===== src/rtl/jzjpcc_decode_execute_register.sv =====
// jzjpcc_decode_execute_register: decode-to-execute pipeline register with bypass capture, bubbles, stall hold and debug counters
module jzjpcc_decode_execute_register #(
    parameter int XLEN        = 32,
    parameter int CNT_W       = 32,
    parameter int STALL_LIMIT = 16
) (
    input  logic             clock,
    input  logic             reset,
    input  logic             stall_execute,
    input  logic             flush_execute,
    input  logic             valid_decode,
    input  logic [XLEN-1:0]  pc_decode,
    input  logic [4:0]       rs1Addr_decode,
    input  logic [4:0]       rs2Addr_decode,
    input  logic [4:0]       rdAddr_decode,
    input  logic [XLEN-1:0]  rs1_decode,
    input  logic [XLEN-1:0]  rs2_decode,
    input  logic             bypassRS1_decode,
    input  logic             bypassRS2_decode,
    input  logic [XLEN-1:0]  bypassValueRS1_decode,
    input  logic [XLEN-1:0]  bypassValueRS2_decode,
    input  logic [XLEN-1:0]  imm_decode,
    input  logic [3:0]       aluOp_decode,
    input  logic             rdWriteEnable_decode,
    input  logic             rdSource_decode,
    input  logic             memWrite_decode,
    output logic             valid_execute,
    output logic [XLEN-1:0]  pc_execute,
    output logic [XLEN-1:0]  rs1_execute,
    output logic [XLEN-1:0]  rs2_execute,
    output logic [XLEN-1:0]  imm_execute,
    output logic [4:0]       rs1Addr_execute,
    output logic [4:0]       rs2Addr_execute,
    output logic [4:0]       rdAddr_execute,
    output logic [3:0]       aluOp_execute,
    output logic             rdWriteEnable_execute,
    output logic             rdSource_execute,
    output logic             memWrite_execute,
    output logic [CNT_W-1:0] bubbleCount,
    output logic [CNT_W-1:0] issueCount,
    output logic             stallTimeout
);
    localparam int SW = $clog2(STALL_LIMIT + 1);

    logic [SW-1:0]   stall_cnt;
    logic [SW-1:0]   stall_next;
    logic [XLEN-1:0] rs1_sel;
    logic [XLEN-1:0] rs2_sel;

    // x0 always reads zero, so bypass data is never taken for it
    assign rs1_sel    = (rs1Addr_decode == 5'd0) ? '0 : bypassRS1_decode ? bypassValueRS1_decode : rs1_decode;
    assign rs2_sel    = (rs2Addr_decode == 5'd0) ? '0 : bypassRS2_decode ? bypassValueRS2_decode : rs2_decode;
    assign stall_next = (stall_cnt == SW'(STALL_LIMIT)) ? stall_cnt : stall_cnt + 1'b1;

    always_ff @(posedge clock) begin
        if (!reset) begin
            {valid_execute, pc_execute, rs1_execute, rs2_execute, imm_execute, rs1Addr_execute,
             rs2Addr_execute, rdAddr_execute, aluOp_execute, rdWriteEnable_execute,
             rdSource_execute, memWrite_execute} <= '0;
            bubbleCount  <= '0;
            issueCount   <= '0;
            stall_cnt    <= '0;
            stallTimeout <= 1'b0;
        end else if (flush_execute) begin
            {valid_execute, pc_execute, rs1_execute, rs2_execute, imm_execute, rs1Addr_execute,
             rs2Addr_execute, rdAddr_execute, aluOp_execute, rdWriteEnable_execute,
             rdSource_execute, memWrite_execute} <= '0;
            bubbleCount  <= bubbleCount + CNT_W'(bubbleCount != '1);
            stall_cnt    <= '0;
            stallTimeout <= 1'b0;
        end else if (stall_execute) begin
            stall_cnt    <= stall_next;
            stallTimeout <= (stall_next == SW'(STALL_LIMIT));
        end else begin
            valid_execute         <= valid_decode;
            pc_execute            <= pc_decode;
            rs1_execute           <= rs1_sel;
            rs2_execute           <= rs2_sel;
            imm_execute           <= imm_decode;
            rs1Addr_execute       <= rs1Addr_decode;
            rs2Addr_execute       <= rs2Addr_decode;
            rdAddr_execute        <= rdAddr_decode;
            aluOp_execute         <= aluOp_decode;
            rdWriteEnable_execute <= valid_decode & rdWriteEnable_decode;
            rdSource_execute      <= valid_decode & rdSource_decode;
            memWrite_execute      <= valid_decode & memWrite_decode;
            issueCount            <= issueCount + CNT_W'(valid_decode && issueCount != '1);
            stall_cnt             <= '0;
            stallTimeout          <= 1'b0;
        end
    end
endmodule


===== config.mk =====
export PLATFORM = sky130hd
export DESIGN_NAME = jzjpcc_decode_execute_register
export DESIGN_NICKNAME = d
export VERILOG_FILES = /design/src/rtl/jzjpcc_decode_execute_register.sv
export SDC_FILE = /design/constraint.sdc
export NUM_CORES = 1
export LEC_CHECK = 0
export CORE_AREA = 2 2 170 172
export CTS_CLUSTER_SIZE = 25
export DETAILED_ROUTE_END_ITERATION = 8
export DIE_AREA = 0 0 172 174
export GPL_TIMING_DRIVEN = 0
export PLACE_DENSITY = 0.72
export SYNTH_ARGS = -nofsm -noshare
export SYNTH_HDL_FRONTEND = slang
export SYNTH_SLANG_ARGS = --single-unit

===== constraint.sdc =====
create_clock -name clock -period 3.99 [get_ports clock]
set_input_delay 0.5985 -clock clock [delete_from_list [all_inputs] [get_ports clock]]
set_output_delay 0.5985 -clock clock [all_outputs]
set_load 0.01 [all_outputs]

Word-level counts from Yosys, hierarchy flattened
Cells that the tools add are included.

Bits of input ports: 221. Word-level logic and storage cells: 40. Bits in latches: 0. Flip-flop bits (word level): 221. Memories: 0. RAM bits: 0. Memory bits (read-only): 0. Output and inout bits: 216.

Reductions and logical operators: 6. Shift operators: 0. $mul: 0. Bitwise gates (word level): 6. Div/mod/pow operators: 0. Multiplexer cells: 5. Order comparisons: 0. Add/sub/neg operators: 3. Eq/ne operators: 4.

Operator list (number): 2-to-1 mux 32 bit (4); adder 32 x 1 -> 32 bit (2); inequality test 32 bit, second input constant (2); == test 5 bit, second input constant (2); logical NOT 5 bit (2); adder 5 x 1 -> 5 bit, second input constant (1); 2-to-1 mux 5 bit (1); AND 1 bit (3); inverter 1 bit (3); OR reduction 3 bit (1); AND reduction 2 bit (1); OR reduction 2 bit (1); logical AND 1 bit (1).

Depth between registers and ports, before layout
Word-level depth: 3. Mapped depth: 13. Gate-level depth less buffers: 10.

Least setup slack after synthesis
No wires, ideal clock.

Path type: reg-to-reg. Start: reg bubbleCount[9]. End: reg bubbleCount[28]. Data required time: 3.920 ns. Setup time: 0.070 ns. Buffers on the path: 3. Clock period less this slack: 2.993 ns. Arrival: 2.923 ns. Path slack: 0.997 ns. Cell stages (with the launch flop): 14. Cell sequence: dfxtp_1 nand4_1 nand4bb_1 clkbuf_1 clkbuf_1 nor3_1 nand2_1 ha_1 ha_1 nand4_1 or3_1 clkbuf_1 or4_1 a21oi_1.

Word-level cells in the longest chain between the ends: 2.

Ends and longest elaborated chain: start, declared (line 39) `output logic [CNT_W-1:0] bubbleCount,`; start signal, assigned (line 68) `bubbleCount <= bubbleCount + CNT_W'(bubbleCount != '1);`; inequality test 32 bit (line 68); adder 32 x 1 -> 32 bit * (line 68).

Mark *: on every way between the ends. The rest lies on a longest branch, timed or not. A chain may end at the register's enable or synchronous reset.

Final worst setup path
Start: reg bubbleCount[8]. End: reg bubbleCount[26].

Same word-level chain as after synthesis.

==> reports/metrics.cfg <==
[global_route]
track_usage_pct=21.10
grt_max_degree=13
grt_pass1_wl_microns=48960
overflow=0
groute.layer.met2.usage_pct=36.66
met1_usage_pct=25.31
busiest_layer=met2
antenna_found_initial=2
first_global_vias=8650
gr-usage-met3_pct=4.986

[finish]
layout_commonest_cell=clkdlybuf4s50_1
finalNonFillerCells=1763
nNetsFinal=1586
layout-drive-gt1-share_pct=4.938
mostFrequentLayoutCells=clkdlybuf4s50_1, dfxtp_1, nand2_1
area_delta_synth_final_pct=65.56

[place]
port_buffers=434
dp_hpwl_microns=25690
pre_cts_slack_ns=0.1743
gp_congestion=0.8447
place_inst=1714

[clock_tree]
clk_latency_ns=0.53
htree_levels=1
clockBufferDepth=3
cts_buffers=27
cts_tree=yes
cts.clk_slew.worst_paths_ns=0.06
root_buffer=clkbuf_16
ctsHoldBuffers=0
clock-sinks=221

[critical_path]
reg2regPathDepth=13
worstPathCellList=nand4_1, nand4bb_1, clkbuf_2, clkbuf_2, nor3_1, nand2_1, ha_1, ha_1, nand4_1, or3_1, clkbuf_1, or4_1, a21oi_1
arrival_ns=3.94
critPathCaptureType=register
max_stage_delay_ns=0.43
r2r-start=bubbleCount[8]
crit_type=reg2reg
crit_fanout=10
crit_family=simple AND/OR/NAND/NOR gates
critPathLaunchType=register
cp-startpoint=bubbleCount[8]
critPathBufInv=3
worst-endpoint-required_ns=4.44
path_depth=13
cpMaxStageDelayCell=or4_1

[floorplanning]
ios=437
num_rows=62
die_h_microns=174
start_util_pct=31.00
die_x_microns=172
die-area_sq_mm=0.02993
core_sq_mm=0.02824

[timing]
finalCriticalPeriod_ns=3.489
max_slew_margin_pct=33.23
final_max_slew_viol_count=0
hold_viol=0
fin_skew_ns=0.008654
max_freq_mhz=286.6
final-setup-viol-count=0
rsz0062_at_grt=no
max_slew.worst_pin.slew_ns=0.9961
fin_crit_sh_pct=87.44
setup_tns_ns=0
setup_ws_ns=0.5012

[synth]
synth_fp_nets=1123
synth-seq-cells=221
synth_edf_count=0
synth_warnings=0
yosysSeqAreaShare_pct=50.55
avgSynthCellArea_sq_um=9.768
async_flop_share_pct=0
syn_inst=896
ys_types=42
syn_area_sq_mm=0.008752
synth_ff_type=dfxtp_1

[outcome]
status=finished clean

[worst_hold_path]
hold_path_depth=2
hold_path.class=reg2reg
hp-start=rs1_execute[1]

[detailed_routing]
wire_per_inst_microns=18.69
vias_per_cell=4.982
first_iter_violations=437
drt-total-wl_microns=32940
antenna_left=0
drt_pass1_iterations=5
remaining_drc_errors=0
dr_total_vias=8783

[pwr]
p_leak_nw=5.261
p_per_area_mw_per_mm2=371.1
ir_worst_vdd_uv=342.1

[job]
cap_viol_max_count=0

## report_power, final
group          internal [mW]  total [mW]  switching (mW)
logic                  0.355       0.582           0.227
clock network           1.56        2.50           0.940
registers               2.26        2.29          0.0316
## registers in the layout, summed over array words and instances, names as in the netlist
name                   count
bubbleCount               32
imm_execute               32
issueCount                32
pc_execute                32
rs1_execute               32
rs2_execute               32
rdAddr_execute             5
rs1Addr_execute            5
rs2Addr_execute            5
stall_cnt                  5
aluOp_execute              4
memWrite_execute           1
rdSource_execute           1
rdWriteEnable_execute      1
stallTimeout               1
valid_execute              1
## worst reg2reg max path, cell delays in order (launching register included)
cell	delay, ns
dfxtp_1	0.37
nand4_1	0.24
nand4bb_1	0.30
clkbuf_2	0.28
clkbuf_2	0.29
nor3_1	0.09
nand2_1	0.07
ha_1	0.17
ha_1	0.18
nand4_1	0.24
or3_1	0.40
clkbuf_1	0.20
or4_1	0.43
a21oi_1	0.15
## metal layers
layer / wire length [microns] / share of wire, %
met2: 16070 / 49
met3: 2225 / 6.8
met4: 1230 / 3.7
met1: 13420 / 41
met5: 0 / 0
## kinds of logic after synthesis
| family | after synthesis | share of synthesized area (%) |
|---|---|---|
| adders and majority gates | 6 | 0.8577 |
| xor gates and xnor gates | 23 | 2.302 |
| DFF | 221 | 50.55 |
| AOI/OAI and AO/OA | 211 | 16.57 |
| and+or+nand+nor | 279 | 16.60 |
| buffers and inverters | 70 | 3.088 |
| muxes | 86 | 10.04 |
## per-stage QoR
| stage | instance area, sq um | total power [mW] | hold slack (ns) | util (%) |
|---|---|---|---|---|
| after detailed placement | 13580 | 2.927 | 0.4409 | 48.08 |
| final | 14490 | 5.377 | 0.4476 | 51.32 |
| after global placement | 13580 | 2.921 | 0.4326 | 48.08 |
| after CTS | 14480 | 5.428 | 0.4542 | 51.29 |
| after floorplan | 8752 | 2.521 | 0.4828 | - |
| after global routing | 14490 | 5.565 | 0.4827 | 51.32 |
## worst paths after layout
path / endpoint / slack [ns]
worst max-delay path: bubbleCount[26] / 0.50
worst min-delay path: rs1_execute[1] / 0.45
worst max register to register: bubbleCount[26] / 0.50
worst min register to register: rs1_execute[1] / 0.45
## layout make-up
cell class              count  area [sq um]
diodes                      2         5.005
plain buffers              60         235.2
clock buffers              42         802.0
clock inverters             5         103.9
fillers                  2633         13750
inverters                  10         37.54
multi-input cells         605          4058
flip-flops and latches    221          4424
well taps                 384         480.5
repair buffers            434          4344
## cells in the mapped netlist, types with 2 or more instances
cell type / count / area (sq um)
o21a_1: 2 / 15.01
ha_1: 6 / 75.07
nand4_1: 22 / 137.6
nor3_1: 5 / 25.02
buf_1: 7 / 26.28
o31ai_1: 21 / 157.7
clkbuf_1: 47 / 176.4
a22o_1: 76 / 665.6
and3_1: 6 / 37.54
dfxtp_1: 221 / 4424
nand2b_1: 10 / 62.56
nor4_1: 9 / 56.30
xnor2_1: 8 / 70.07
nand3_1: 22 / 110.1
and4_1: 10 / 87.58
nor2_1: 53 / 198.9
a32o_1: 3 / 30.03
or4_1: 29 / 217.7
inv_1: 9 / 33.78
a21oi_1: 32 / 160.2
or3_1: 9 / 56.30
nand2_1: 90 / 337.8
or2_2: 2 / 12.51
mux2i_1: 72 / 720.7
a22oi_1: 13 / 97.59
mux2_2: 14 / 157.7
xor2_1: 15 / 131.4
o21ai_0: 62 / 310.3
buf_2: 6 / 30.03
and2_1: 3 / 18.77
## what timing repair did
item | in CTS | in global routing
resized for setup | 0 | 4
setup endpoints to repair | 0 | 4
buffers inserted | 0 | 0
No activity file was read; power rests on OpenSTA's default activity.
